--- config.mk ---
export PLATFORM = sky130hd
export DESIGN_NAME = ex_operand_stage_flat
export DESIGN_NICKNAME = d
export VERILOG_FILES = /design/src/rtl/ex_operand_stage_if.sv /design/src/rtl/ex_operand_stage.sv /design/src/flat_wrapper.sv
export SDC_FILE = /design/constraint.sdc
export NUM_CORES = 1
export LEC_CHECK = 0
export BUFFER_PORTS_ARGS = -buffer_cell sky130_fd_sc_hd__buf_2
export CAP_MARGIN = 10
export CORE_MARGIN = 2
export CORE_UTILIZATION = 25
export CTS_BUF_LIST = sky130_fd_sc_hd__clkbuf_8
export DETAILED_ROUTE_END_ITERATION = 8
export GPL_TIMING_DRIVEN = 0
export PLACE_DENSITY = 0.56
export SYNTH_ARGS = -nofsm -noshare
export SYNTH_HDL_FRONTEND = slang
export SYNTH_SLANG_ARGS = --single-unit
export TNS_END_PERCENT = 20
--- constraint.sdc ---
create_clock -name clk -period 10.93 [get_ports clk]
set_input_delay 3.279 -clock clk [delete_from_list [all_inputs] [get_ports clk]]
set_output_delay 3.279 -clock clk [all_outputs]
set_load 0.1 [all_outputs]
--- src/rtl/ex_operand_stage_if.sv ---
// Bundle of decode-side, forwarding and ALU-side signals of the ID/EX operand stage.
interface ex_operand_stage_if #(
   parameter int DATA_W     = 32,
   parameter int REG_ADDR_W = 5
);
   logic                  flush;
   logic                  in_valid;
   logic                  in_ready;
   logic [DATA_W-1:0]     in_rd1;
   logic [DATA_W-1:0]     in_rd2;
   logic [DATA_W-1:0]     in_imm;
   logic [REG_ADDR_W-1:0] in_rs1;
   logic [REG_ADDR_W-1:0] in_rs2;
   logic [REG_ADDR_W-1:0] in_rd;
   logic                  in_alu_src;
   logic [2:0]            in_alu_control;
   logic                  in_reg_write;
   logic                  fwd_mem_en;
   logic [REG_ADDR_W-1:0] fwd_mem_rd;
   logic [DATA_W-1:0]     fwd_mem_data;
   logic                  fwd_wb_en;
   logic [REG_ADDR_W-1:0] fwd_wb_rd;
   logic [DATA_W-1:0]     fwd_wb_data;
   logic                  out_valid;
   logic                  out_ready;
   logic [DATA_W-1:0]     alu_a;
   logic [DATA_W-1:0]     alu_b;
   logic [2:0]            alu_control;
   logic [REG_ADDR_W-1:0] out_rd;
   logic                  out_reg_write;
   logic [DATA_W-1:0]     out_store_data;

   // Pipeline environment side: decode, MEM/WB forwarding sources, EX/MEM consumer.
   modport master (
      output flush, in_valid, in_rd1, in_rd2, in_imm, in_rs1, in_rs2, in_rd,
             in_alu_src, in_alu_control, in_reg_write,
             fwd_mem_en, fwd_mem_rd, fwd_mem_data, fwd_wb_en, fwd_wb_rd, fwd_wb_data,
             out_ready,
      input  in_ready, out_valid, alu_a, alu_b, alu_control, out_rd,
             out_reg_write, out_store_data
   );

   // Operand stage side.
   modport slave (
      input  flush, in_valid, in_rd1, in_rd2, in_imm, in_rs1, in_rs2, in_rd,
             in_alu_src, in_alu_control, in_reg_write,
             fwd_mem_en, fwd_mem_rd, fwd_mem_data, fwd_wb_en, fwd_wb_rd, fwd_wb_data,
             out_ready,
      output in_ready, out_valid, alu_a, alu_b, alu_control, out_rd,
             out_reg_write, out_store_data
   );
endinterface

--- src/rtl/ex_operand_stage.sv ---
// ID/EX pipeline register with MEM/WB operand forwarding feeding the ALU.
module ex_operand_stage #(
   parameter int DATA_W     = 32,
   parameter int REG_ADDR_W = 5
) (
   input logic               clk,
   input logic               rst,
   ex_operand_stage_if.slave io
);

   logic                  valid_q;
   logic [DATA_W-1:0]     rd1_q;
   logic [DATA_W-1:0]     rd2_q;
   logic [DATA_W-1:0]     imm_q;
   logic [REG_ADDR_W-1:0] rs1_q;
   logic [REG_ADDR_W-1:0] rs2_q;
   logic [REG_ADDR_W-1:0] rd_q;
   logic                  alu_src_q;
   logic [2:0]            alu_control_q;
   logic                  reg_write_q;

   logic                  accept;
   logic [DATA_W-1:0]     op_a;
   logic [DATA_W-1:0]     op_b;

   assign io.in_ready = !valid_q || io.out_ready;
   assign accept      = io.in_valid && io.in_ready;

   // Pipeline register: flush beats load, load beats drain, otherwise hold.
   always_ff @(posedge clk or posedge rst) begin
      if (rst) begin
         valid_q       <= 1'b0;
         rd1_q         <= '0;
         rd2_q         <= '0;
         imm_q         <= '0;
         rs1_q         <= '0;
         rs2_q         <= '0;
         rd_q          <= '0;
         alu_src_q     <= 1'b0;
         alu_control_q <= '0;
         reg_write_q   <= 1'b0;
      end else if (io.flush) begin
         // Zeroed payload makes the bubble an add 0+0 with no register write.
         valid_q       <= 1'b0;
         rd1_q         <= '0;
         rd2_q         <= '0;
         imm_q         <= '0;
         rs1_q         <= '0;
         rs2_q         <= '0;
         rd_q          <= '0;
         alu_src_q     <= 1'b0;
         alu_control_q <= '0;
         reg_write_q   <= 1'b0;
      end else if (accept) begin
         valid_q       <= 1'b1;
         rd1_q         <= io.in_rd1;
         rd2_q         <= io.in_rd2;
         imm_q         <= io.in_imm;
         rs1_q         <= io.in_rs1;
         rs2_q         <= io.in_rs2;
         rd_q          <= io.in_rd;
         alu_src_q     <= io.in_alu_src;
         alu_control_q <= io.in_alu_control;
         reg_write_q   <= io.in_reg_write;
      end else if (valid_q && io.out_ready) begin
         valid_q <= 1'b0;
      end
   end

   // Forwarding on the held source indices; MEM is younger than WB so it wins, x0 never forwards.
   always_comb begin
      op_a = rd1_q;
      if (io.fwd_mem_en && (io.fwd_mem_rd == rs1_q) && (rs1_q != '0))
         op_a = io.fwd_mem_data;
      else if (io.fwd_wb_en && (io.fwd_wb_rd == rs1_q) && (rs1_q != '0))
         op_a = io.fwd_wb_data;

      op_b = rd2_q;
      if (io.fwd_mem_en && (io.fwd_mem_rd == rs2_q) && (rs2_q != '0))
         op_b = io.fwd_mem_data;
      else if (io.fwd_wb_en && (io.fwd_wb_rd == rs2_q) && (rs2_q != '0))
         op_b = io.fwd_wb_data;
   end

   assign io.out_valid      = valid_q;
   assign io.alu_a          = op_a;
   assign io.alu_b          = alu_src_q ? imm_q : op_b;
   assign io.alu_control    = alu_control_q;
   assign io.out_rd         = rd_q;
   assign io.out_reg_write  = reg_write_q && valid_q;
   assign io.out_store_data = op_b;

endmodule

--- src/flat_wrapper.sv ---
// flat-port wrapper written by rule: the top's interface ports become plain ports
module ex_operand_stage_flat 
#(
   parameter int DATA_W     = 32,
   parameter int REG_ADDR_W = 5
)
  (clk, rst, io_flush, io_in_valid, io_in_rd1, io_in_rd2, io_in_imm, io_in_rs1, io_in_rs2, io_in_rd, io_in_alu_src, io_in_alu_control, io_in_reg_write, io_fwd_mem_en, io_fwd_mem_rd, io_fwd_mem_data, io_fwd_wb_en, io_fwd_wb_rd, io_fwd_wb_data, io_out_ready, io_in_ready, io_out_valid, io_alu_a, io_alu_b, io_alu_control, io_out_rd, io_out_reg_write, io_out_store_data);
  ex_operand_stage_if #(.DATA_W(DATA_W), .REG_ADDR_W(REG_ADDR_W)) io_i ();
  input logic clk;
  input logic rst;
  input wire logic [$bits(io_i.flush)-1:0] io_flush;
  input wire logic [$bits(io_i.in_valid)-1:0] io_in_valid;
  input wire logic [$bits(io_i.in_rd1)-1:0] io_in_rd1;
  input wire logic [$bits(io_i.in_rd2)-1:0] io_in_rd2;
  input wire logic [$bits(io_i.in_imm)-1:0] io_in_imm;
  input wire logic [$bits(io_i.in_rs1)-1:0] io_in_rs1;
  input wire logic [$bits(io_i.in_rs2)-1:0] io_in_rs2;
  input wire logic [$bits(io_i.in_rd)-1:0] io_in_rd;
  input wire logic [$bits(io_i.in_alu_src)-1:0] io_in_alu_src;
  input wire logic [$bits(io_i.in_alu_control)-1:0] io_in_alu_control;
  input wire logic [$bits(io_i.in_reg_write)-1:0] io_in_reg_write;
  input wire logic [$bits(io_i.fwd_mem_en)-1:0] io_fwd_mem_en;
  input wire logic [$bits(io_i.fwd_mem_rd)-1:0] io_fwd_mem_rd;
  input wire logic [$bits(io_i.fwd_mem_data)-1:0] io_fwd_mem_data;
  input wire logic [$bits(io_i.fwd_wb_en)-1:0] io_fwd_wb_en;
  input wire logic [$bits(io_i.fwd_wb_rd)-1:0] io_fwd_wb_rd;
  input wire logic [$bits(io_i.fwd_wb_data)-1:0] io_fwd_wb_data;
  input wire logic [$bits(io_i.out_ready)-1:0] io_out_ready;
  output wire logic [$bits(io_i.in_ready)-1:0] io_in_ready;
  output wire logic [$bits(io_i.out_valid)-1:0] io_out_valid;
  output wire logic [$bits(io_i.alu_a)-1:0] io_alu_a;
  output wire logic [$bits(io_i.alu_b)-1:0] io_alu_b;
  output wire logic [$bits(io_i.alu_control)-1:0] io_alu_control;
  output wire logic [$bits(io_i.out_rd)-1:0] io_out_rd;
  output wire logic [$bits(io_i.out_reg_write)-1:0] io_out_reg_write;
  output wire logic [$bits(io_i.out_store_data)-1:0] io_out_store_data;
  assign io_i.flush = io_flush;
  assign io_i.in_valid = io_in_valid;
  assign io_i.in_rd1 = io_in_rd1;
  assign io_i.in_rd2 = io_in_rd2;
  assign io_i.in_imm = io_in_imm;
  assign io_i.in_rs1 = io_in_rs1;
  assign io_i.in_rs2 = io_in_rs2;
  assign io_i.in_rd = io_in_rd;
  assign io_i.in_alu_src = io_in_alu_src;
  assign io_i.in_alu_control = io_in_alu_control;
  assign io_i.in_reg_write = io_in_reg_write;
  assign io_i.fwd_mem_en = io_fwd_mem_en;
  assign io_i.fwd_mem_rd = io_fwd_mem_rd;
  assign io_i.fwd_mem_data = io_fwd_mem_data;
  assign io_i.fwd_wb_en = io_fwd_wb_en;
  assign io_i.fwd_wb_rd = io_fwd_wb_rd;
  assign io_i.fwd_wb_data = io_fwd_wb_data;
  assign io_i.out_ready = io_out_ready;
  assign io_in_ready = io_i.in_ready;
  assign io_out_valid = io_i.out_valid;
  assign io_alu_a = io_i.alu_a;
  assign io_alu_b = io_i.alu_b;
  assign io_alu_control = io_i.alu_control;
  assign io_out_rd = io_i.out_rd;
  assign io_out_reg_write = io_i.out_reg_write;
  assign io_out_store_data = io_i.out_store_data;
  ex_operand_stage #(.DATA_W(DATA_W), .REG_ADDR_W(REG_ADDR_W)) u_core (.clk(clk), .rst(rst), .io(io_i));
endmodule
==> results of run 1 <==
==> through the flow <==
| step | hold WS (ns) | setup WS, ns | instances |
|---|---|---|---|
| after floorplan | 0.465 | 1.11 | 634 |
| after global placement | 0.481 | 1.50 | 1267 |
| after detailed placement | 0.485 | 1.50 | 1268 |
| after CTS | 0.508 | 1.50 | 1300 |
| after global routing | 0.516 | 1.40 | 1301 |
| final | 0.506 | 1.60 | 1304 |
==> kinds of logic after synthesis <==
logic type / count (synthesis)
DFF: 117
xor gates and xnor gates: 20
buffers and inverters: 72
muxes: 64
and+or+nand+nor: 146
AOI/OAI and AO/OA: 215
==> layout by cell type, fill, tap and decap left out, types with 3 or more instances in the layout <==
| cell | count |
|---|---|
| clkinvlp_4 | 3 |
| bufinv_16 | 3 |
| diode_2 | 4 |
| nand2_1 | 34 |
| xor2_1 | 4 |
| clkbuf_1 | 54 |
| nand4_1 | 4 |
| clkbuf_8 | 20 |
| buf_2 | 312 |
| xnor2_1 | 16 |
| dfrtp_1 | 117 |
| nand3_1 | 32 |
| o31ai_1 | 32 |
| nor2_1 | 3 |
| buf_1 | 4 |
| buf_4 | 3 |
| and3_1 | 32 |
| nor3_1 | 32 |
| a31oi_1 | 32 |
| mux2i_1 | 32 |
| a22o_1 | 116 |
| o21ai_0 | 32 |
| mux2_2 | 32 |
==> power breakdown <==
part / switching (mW) / internal (mW)
clock network: 0.198 / 0.244
logic: 0.365 / 0.104
registers: 0.0190 / 0.458
total: 0.582 / 0.806
==> cells in the mapped netlist, types with 3 or more instances <==
library cell	number
xor2_1	4
buf_4	3
dfrtp_1	117
buf_1	4
and3_1	32
xnor2_1	16
o31ai_1	32
mux2_2	32
a22o_1	116
nor3_1	32
nand3_1	32
a31oi_1	32
nor2_1	3
clkbuf_1	54
o21ai_0	32
mux2i_1	32
buf_2	9
nand2_1	34
nand4_1	4
==> per-layer routing <==
layer,global-route usage [%],part of all wire [%]
met1,27.2,45
met2,32.8,47
met3,4.67,6.5
met4,5.38,1.5
met5,0,0.097
==> state kept, by name, summed over array words and instances (netlist names) <==
register and cells:
u_core.rd1_q 32, u_core.alu_src_q 1, u_core.rs2_q 5, u_core.reg_write_q 1, u_core.io.alu_control 3, u_core.io.out_valid 1
u_core.imm_q 32, u_core.io.out_rd 5, u_core.rs1_q 5, u_core.rd2_q 32
==> critical path, stage by stage <==
cell,delay [ns]
buf_2,0.11
xnor2_1,0.61
nand2_1,0.40
clkbuf_1,0.31
o31ai_1,0.34
a31oi_1,0.33
mux2_2,0.37
buf_2,0.29
==> worst paths after layout <==
path | startpoint | endpoint | slack (ns)
max in group asynchronous | rst | u_core.imm_q[14] | 7.37
hold reg to reg | u_core.imm_q[22] | u_core.imm_q[22] | 0.51
setup reg to reg | u_core.io.out_valid | u_core.rd2_q[4] | 8.32
min in group asynchronous | rst | u_core.imm_q[11] | 2.85
setup / recovery | io_fwd_wb_rd[1] | io_alu_b[11] | 1.60
hold / removal | u_core.imm_q[22] | u_core.imm_q[22] | 0.51
==> final cells by class <==
cell class / instances / area (sq um)
repair buffers: 304 / 1540
diodes: 4 / 10.0
flip-flops and latches: 117 / 2930
fillers: 2650 / 16400
clock buffers: 20 / 275
multi-input cells: 445 / 3270
inverters: 2 / 12.5
well taps: 330 / 413
plain buffers: 70 / 285
clock inverters: 12 / 153
==> run_results.csv, run 1 <==
group,metric,value,unit
layout,final_area,8890,sq um
drt,wire_per_inst,21.3,um
yosys,yosysWarnings,0,
floorplan,row_count,58,
placement,numPortBuffers,303,
setup_path,crit_arrival,6.05,ns
yosys,yosysSeqAreaShare,45.2,%
floorplan,initial_core_util,25.6,%
sta,clock_skew,0.0148,ns
drt,first_pass_iters,5,
cts,cts_root_buffer,"clkbuf_8",
floorplan,fp.dieW,165,um
yosys,syn_area,6480,sq um
yosys,syn_avg_cell_area,10.2,sq um
yosys,synth-seq-cells,117,
sta,min_period,9.33,ns
setup_path,crit_type,"input port to output pin",
global_routing,grt_max_degree,75,
yosys,synth.area.mux_share,10.5,%
yosys,syn_inst,634,
cts,cts_tree,"done",
sta,timing.final.crit_share,85.4,%
setup_path,r2r_cells,6,
drt,ant_nets,0,
placement,placed_area,8450,sq um
cts,cts_buffers,17,
setup_path,required,7.65,ns
setup_path,critPathLaunchType,"input port",
floorplan,die-height,165,um
outcome,status,"finished, final reports clean",
global_routing,antenna_found_initial,6,
global_routing,grt_overflow,0,
pwr,leakage,4.30,nW
layout,final_layout_size_suffix_gt1_share,39.6,%
job,maxCapViolCount,0,
cts,ctsResizeCount,0,
yosys,synth_cell_type_count,29,
sta,worstMarginPinSlew,1.07,ns
sta,rsz0062_at_grt,"no",
yosys,yosys.area_share.xor_xnor,2.70,%
cts,cts_num_sinks,117,
yosys,yosysTopAreaCellShare,45.2,%
sta,fmax,0.107,GHz
floorplan,pin_count,304,
yosys,synth_edf_count,0,
yosys,synth.net_count,831,
drt,drt_wl_total,27700,um
yosys,async_flop_share,100,%
floorplan,dieArea,27200,sq um
yosys,yosys.area_share.adder,0,%
global_routing,grt_first_pass_wirelength,40600,um
yosys,synth.area.top_cells,"dfrtp_1 (45%), a22o_1 (16%), mux2_2 (5.6%)",
sta,finalMaxSlewViolations,0,
cts,post_cts_buffers,0,
yosys,synth_compound_gate_area_share,25.3,%
yosys,synthFlopType,"dfrtp_1",
cts,clock_path_buffers,2,
drt,drtIter0Drc,377,
hold_path,hold_class,"register to register",
sta,tns,0,ns
drt,vias,6593,
layout,final_nets,1154,
cts,htree_levels,4,
layout,finish.utilization,35.1,%
sta,hold_violations,0,
cts,clock_latency,0.45,ns
global_routing,grt_use_total,20.2,%
setup_path,endpoint_kind,"output pin",
drt,drc,0,
global_routing,grt_pass1_vias,6665,
cts,clk_pin_slew,0.08,ns
sta,setup_viol,0,
placement,dp_hpwl,21700,um
setup_path,crit_fanout,10,
hold_path,hold_depth,1,
placement,place_congestion,0.868,
pwr,p_per_area,156,nW/um^2
layout,syn_to_final_growth,37.2,%
yosys,synth_top_family_by_area,"compound AO/OA/AOI/OAI gates",
yosys,synth-simple-area-share,11.8,%
pwr,total_power,1.39,mW
yosys,synth_top_area_cell,"dfrtp_1",
drt,viasPerCell,5.06,
cts,postCtsHoldBufs,0,
pwr,peakVddDrop,0.0612,mV
sta,maxSlewHeadroom,27.8,%
floorplan,core_area,25300,sq um
(Power assumes the default switching activity.)
==> inputs of run 2 (changes only) <==
--- a/config.mk
+++ b/config.mk
@@ -5,14 +5,15 @@
 export SDC_FILE = /design/constraint.sdc
 export NUM_CORES = 1
 export LEC_CHECK = 0
-export BUFFER_PORTS_ARGS = -buffer_cell sky130_fd_sc_hd__buf_2
+export ABC_AREA = 1
+export BUFFER_PORTS_ARGS = -buffer_cell sky130_fd_sc_hd__buf_4
 export CAP_MARGIN = 10
 export CORE_MARGIN = 2
 export CORE_UTILIZATION = 25
 export CTS_BUF_LIST = sky130_fd_sc_hd__clkbuf_8
 export DETAILED_ROUTE_END_ITERATION = 8
 export GPL_TIMING_DRIVEN = 0
-export PLACE_DENSITY = 0.56
+export PLACE_DENSITY = 0.55
 export SYNTH_ARGS = -nofsm -noshare
 export SYNTH_HDL_FRONTEND = slang
 export SYNTH_SLANG_ARGS = --single-unit
==> run 2 against run 1 <==
  * Critical path depth rose by 2
  * Worst setup slack improved by 0.66 ns
  * Largest power group is now combinational cells
  * Combinational power rose by 29%
  * Core utilization rose by 1.6 points
  * Sequential power barely moved
  * Die area rose by 14%
  * Critical endpoint is now io_alu_b[29]
  * Count of clock-buffer cells in the layout rose by 1
  * Register-to-register slack improved by 0.61 ns
  * Maximum frequency rose by 7.6%
==> run_results.csv, run 2 <==
group,metric,value,unit
sta,finalMaxSlewViolations,0,
job,maxCapViolCount,0,
global_routing,antenna_found_initial,2,
layout,final_layout_size_suffix_gt1_share,27.7,%
drt,wire_per_inst,18.3,um
yosys,yosysTopAreaCellShare,39.6,%
layout,syn_to_final_growth,43.5,%
outcome,status,"finished, final reports clean",
yosys,synth_edf_count,0,
global_routing,grt_max_degree,91,
cts,clock_latency,0.45,ns
sta,worstMarginPinSlew,0.762,ns
cts,cts_tree,"done",
global_routing,grt_overflow,0,
sta,rsz0062_at_grt,"no",
placement,numPortBuffers,303,
setup_path,endpoint_kind,"output pin",
setup_path,crit_type,"input port to output pin",
yosys,synth-seq-cells,117,
cts,clock_path_buffers,2,
global_routing,grt_first_pass_wirelength,49100,um
cts,clk_pin_slew,0.07,ns
layout,mostFrequentLayoutCells,"buf_4 (306), nand3_1 (283), nand2_1 (232)",
setup_path,worstSetupStartpoint,"io_fwd_mem_rd[2]",
sta,timing.final.crit_share,79.4,%
floorplan,fp.dieW,176,um
yosys,yosysWarnings,0,
yosys,syn_area,7380,sq um
pwr,leakage,5.80,nW
cts,htree_levels,4,
pwr,p_per_area,144,nW/um^2
layout,reg.largest.list,"u_core.imm_q: 32 flops, u_core.rd1_q: 32 flops, u_core.rd2_q: 32 flops",
drt,ant_nets,0,
floorplan,die-height,176,um
setup_path,crit_arrival,5.40,ns
layout,final_common_cell,"buf_4",
sta,setup_viol,0,
floorplan,core_area,28900,sq um
drt,drc,0,
yosys,synth_top_area_cell,"dfrtp_1",
cts,cts_buffers,17,
setup_path,worstReg2RegStart,"u_core.io.out_valid",
placement,dpl_worst_slack,2.21,ns
drt,first_pass_iters,5,
cts,postCtsHoldBufs,0,
cts,post_cts_buffers,0,
cts,cts_num_sinks,117,
global_routing,grt_use_total,21.0,%
sta,hold_slack,0.510,ns
yosys,synth.area.top_cells,"dfrtp_1 (40%), nand3_1 (19%), nand2_1 (12%)",
setup_path,critPathLaunchType,"input port",
sta,fmax,0.115,GHz
yosys,synth.net_count,1273,
drt,drtIter0Drc,655,
yosys,yosysMostFrequentCell,"nand3_1",
sta,final.setup.worst_slack,2.25,ns
global_routing,grt_pass1_vias,8267,
sta,maxSlewHeadroom,49.2,%
setup_path,required,7.65,ns
setup_path,crit_fanout,10,
hold_path,hold_class,"register to register",
placement,dp_hpwl,25300,um
layout,final_nets,1596,
layout,finish.utilization,36.7,%
floorplan,row_count,62,
yosys,async_flop_share,100,%
drt,drt_wl_total,32900,um
sta,hold_violations,0,
layout,fillers,3187,
drt,viasPerCell,4.67,
sta,min_period,8.68,ns
placement,place_congestion,0.897,
yosys,synthFlopType,"dfrtp_1",
floorplan,pin_count,304,
floorplan,initial_core_util,25.6,%
yosys,synth_cell_type_count,28,
yosys,synthTopCellsByCount,"nand3_1 (283), nand2_1 (232), inv_1 (155)",
pwr,peakVddDrop,0.0672,mV
floorplan,dieArea,30900,sq um
cts,ctsResizeCount,0,
yosys,syn_avg_cell_area,6.86,sq um
hold_path,hold_start,"u_core.imm_q[19]",
cts,cts_root_buffer,"clkbuf_8",
yosys,syn_inst,1076,
sta,clock_skew,0.0150,ns
yosys,yosysSeqAreaShare,39.6,%
sta,tns,0,ns
setup_path,reg2reg_slack,8.93,ns
drt,vias,8390,
-- run 2: kinds of logic after synthesis --
logic type	share of synthesized area [%]
buffers and inverters	13.2
xor gates and xnor gates	0.356
DFF	39.6
AOI/OAI and AO/OA	8.25
and+or+nand+nor	38.5
-- run 2: layout make-up --
class / instances / area, sq um / area share (%)
multi-input cells: 719 / 3480 / 32.8
flip-flops and latches: 117 / 2930 / 27.6
repair buffers: 304 / 2300 / 21.7
inverters: 164 / 621 / 5.86
well taps: 384 / 480 / 4.53
plain buffers: 76 / 360 / 3.40
clock buffers: 21 / 289 / 2.73
clock inverters: 11 / 133 / 1.25
diodes: 2 / 5.00 / 0.0472
-- run 2: worst max-delay path: stages --
cell     delay, ns
buf_4         0.13
xnor2_1       0.13
nand3_1       0.12
nor2_2        0.43
nand2_1       0.35
buf_2         0.29
nand3_1       0.19
nand3_1       0.10
nand2_1       0.09
buf_4         0.28
-- run 2: worst paths after layout --
kind                               endpoint  cells past startpoint
setup / recovery               io_alu_b[29]                     10
hold / removal             u_core.imm_q[19]                      2
setup reg to reg           u_core.imm_q[31]                      4
hold reg to reg            u_core.imm_q[19]                      2
max in group asynchronous   u_core.imm_q[2]                      3
min in group asynchronous  u_core.rd1_q[23]                      2
-- run 2: power breakdown --
group	total [mW]	internal, mW	switching (mW)	leakage, nW
Sequential	0.477	0.462	0.0159	1.55
Clock	0.443	0.247	0.196	0.225
Combinational	0.604	0.148	0.456	4.03
-- run 2: metal layers --
| layer | track usage, % | vias up | share of wire (%) |
|---|---|---|---|
| met5 | 0 | - | 0 |
| met4 | 5.20 | 0 | 1.3 |
| met3 | 4.03 | 23 | 6.2 |
| met2 | 34.6 | 299 | 47 |
| met1 | 28.5 | 3947 | 46 |
| li1 | - | 4121 | - |
-- run 2: stage by stage --
stage | cell area (sq um) | power [mW] | std cells
after floorplan | 7380 | 0.900 | 1076
after global placement | 10100 | 1.09 | 1763
after detailed placement | 10200 | 1.09 | 1764
after CTS | 10600 | 1.54 | 1796
after global routing | 10600 | 1.59 | 1797
final | 10600 | 1.52 | 1798
==> inputs of run 3 (changes only) <==
--- a/config.mk
+++ b/config.mk
@@ -5,7 +5,7 @@
 export SDC_FILE = /design/constraint.sdc
 export NUM_CORES = 1
 export LEC_CHECK = 0
-export ABC_AREA = 1
+export ABC_AREA = 0
 export BUFFER_PORTS_ARGS = -buffer_cell sky130_fd_sc_hd__buf_4
 export CAP_MARGIN = 10
 export CORE_MARGIN = 2
@@ -13,7 +13,7 @@
 export CTS_BUF_LIST = sky130_fd_sc_hd__clkbuf_8
 export DETAILED_ROUTE_END_ITERATION = 8
 export GPL_TIMING_DRIVEN = 0
-export PLACE_DENSITY = 0.55
+export PLACE_DENSITY = 0.56
 export SYNTH_ARGS = -nofsm -noshare
 export SYNTH_HDL_FRONTEND = slang
 export SYNTH_SLANG_ARGS = --single-unit
==> constraint.sdc (replaced) <==
create_clock -name clk -period 8.5 [get_ports clk]
set_input_delay 2.55 -clock clk [delete_from_list [all_inputs] [get_ports clk]]
set_output_delay 2.55 -clock clk [all_outputs]
set_load 0.1 [all_outputs]
==> run 3 against run 2 <==
  * Cell count is 28% lower
  * Non-clock buffer count decreased by 6
  * Clock power grew 27%
  * Design area is 9.2% lower
  * Count of clock-buffer cells in the layout fell by 2
  * Sequential power increased by 29%
  * Sequential cell count is the same
  * Global-route usage down 0.61 points
  * Wire length shrank 15%
  * Via count down 22%
  * Register-to-register slack worse by 3.0 ns
  * Critical path type unchanged
  * Critical endpoint is now io_alu_b[22]
  * Largest power group unchanged
  * Highest routed layer unchanged
==> run_results.csv, run 3 (synthesis results as in run 1) <==
group,metric,value,unit
drt,drt_wl_total,28000,um
sta,tns,0,ns
setup_path,endpoint_kind,"output pin",
sta,final.setup.worst_slack,0.759,ns
placement,place_congestion,0.862,
global_routing,grt_first_pass_wirelength,41300,um
setup_path,path_common_cell,"buf_4",
job,maxCapViolCount,0,
pwr,leakage,4.48,nW
cts,post_cts_buffers,0,
drt,wire_per_inst,21.5,um
cts,clk_pin_slew,0.08,ns
drt,vias,6537,
sta,timing.final.crit_share,91.1,%
cts,clock_latency,0.44,ns
hold_path,hold_class,"register to register",
layout,finish.utilization,38.0,%
global_routing,antenna_found_initial,1,
floorplan,core_area,25300,sq um
layout,final_common_cell,"buf_4",
setup_path,crit_path_top_delay_cell,"xnor2_1",
setup_path,reg2reg_slack,5.93,ns
setup_path,critPathLaunchType,"input port",
layout,fillers,2622,
sta,maxSlewHeadroom,31.8,%
setup_path,cp_slowest_stage_delay,0.62,ns
cts,cts_root_buffer,"clkbuf_8",
placement,dpl_worst_slack,0.613,ns
pwr,p_per_area,190,nW/um^2
global_routing,grt_overflow,0,
setup_path,critPathTopFamily,"compound AO/OA/AOI/OAI gates",
cts,ctsResizeCount,0,
layout,mostFrequentLayoutCells,"buf_4 (306), dfrtp_1 (117), a22o_1 (116)",
sta,hold_violations,0,
layout,reg.largest.list,"u_core.imm_q: 32 flops, u_core.rd1_q: 32 flops, u_core.rd2_q: 32 flops",
layout,final_layout_size_suffix_gt1_share,39.5,%
global_routing,grt_use_total,20.4,%
floorplan,row_count,58,
sta,min_period,7.74,ns
setup_path,critPathBufInv,3,
cts,clock_path_buffers,2,
pwr,total_power,1.83,mW
drt,ant_nets,0,
drt,viasPerCell,5.02,
floorplan,pin_count,304,
floorplan,die-height,165,um
cts,htree_levels,4,
floorplan,dieArea,27200,sq um
global_routing,grt_max_degree,75,
floorplan,initial_core_util,25.6,%
floorplan,fp.dieW,165,um
sta,finalMaxSlewViolations,0,
sta,clock_skew,0.00790,ns
sta,setup_viol,0,
layout,final_nets,1154,
placement,dp_hpwl,21900,um
cts,postCtsHoldBufs,0,
layout,syn_to_final_growth,48.6,%
setup_path,crit_fanout,10,
sta,worstMarginPinSlew,1.01,ns
drt,first_pass_iters,5,
setup_path,crit_type,"input port to output pin",
cts,cts_tree,"done",
pwr,peakVddDrop,0.0857,mV
cts,cts_num_sinks,117,
cts,cts_buffers,17,
drt,drc,0,
sta,fmax,0.129,GHz
setup_path,crit_arrival,5.19,ns
global_routing,grt_pass1_vias,6769,
sta,hold_slack,0.503,ns
setup_path,cp_cell_sequence,"buf_4 -> xnor2_1 -> nand2_1 -> clkbuf_1 -> o31ai_1 -> a31oi_1 -> mux2_2 -> buf_4",
outcome,status,"finished, final reports clean",
drt,drtIter0Drc,361,
setup_path,required,5.95,ns
placement,numPortBuffers,303,
sta,rsz0062_at_grt,"no",
## run 3: cell types whose count changed in the layout (fill, tap and decap cells not counted), moves of 32 or more
| cell | delta |
|---|---|
| a22o_1 | +116 |
| mux2_2 | +32 |
| nand3b_1 | -32 |
| o31ai_1 | +32 |
| mux2i_1 | +32 |
| a31oi_1 | +32 |
| nand3_1 | -251 |
| nand2_1 | -198 |
| o21ai_0 | -85 |
| inv_1 | -154 |
| and3_1 | +32 |
## run 3: metrics by stage
step                instances  cell area [sq um]
finish                   1301               9630
global route             1300               9630
CTS                      1300               9630
detailed placement       1268               9210
global placement         1267               9170
floorplan                 634               6480
## run 3: metal layers
metal	wire [um]	track usage [%]	share of wire, %	up-vias
met3	1680	4.39	6.0	27
li1	-	-	-	3094
met2	13100	33.0	47	228
met1	12800	27.7	46	3188
met5	0	0	0	-
met4	402	5.61	1.4	0
## run 3: worst paths after layout
check | end | startpoint | cells past startpoint
max in group asynchronous | u_core.rd2_q[12] | rst | 3
worst min register to register | u_core.reg_write_q | u_core.reg_write_q | 1
min in group asynchronous | u_core.io.out_valid | rst | 2
worst max-delay path | io_alu_b[22] | io_fwd_wb_rd[1] | 8
worst max register to register | u_core.rd1_q[24] | u_core.io.out_valid | 6
worst min-delay path | u_core.reg_write_q | u_core.reg_write_q | 1
## run 3: where the power goes
part / internal, mW / switching [mW]
registers: 0.589 / 0.0242
logic: 0.182 / 0.471
clock network: 0.304 / 0.259
total: 1.08 / 0.754
## run 3: worst register-to-register path: cells and delay by family, from the launching register on
family          cells  cell delay (ns)
compound gates      1             0.21
buf+inv             2             1.04
flops               1             0.41
simple gates        3             0.85
## run 3: area by class of cell
class / count / area [sq um] / area share, %
Antenna cell: 1 / 2.50 / 0.0260
Sequential cell: 117 / 2930 / 30.4
Tap cell: 330 / 413 / 4.29
Clock inverter: 13 / 158 / 1.64
Multi-Input combinational cell: 445 / 3270 / 33.9
Timing Repair Buffer: 304 / 2300 / 23.9
Buffer: 70 / 285 / 2.96
Clock buffer: 19 / 262 / 2.72
Inverter: 2 / 12.5 / 0.130
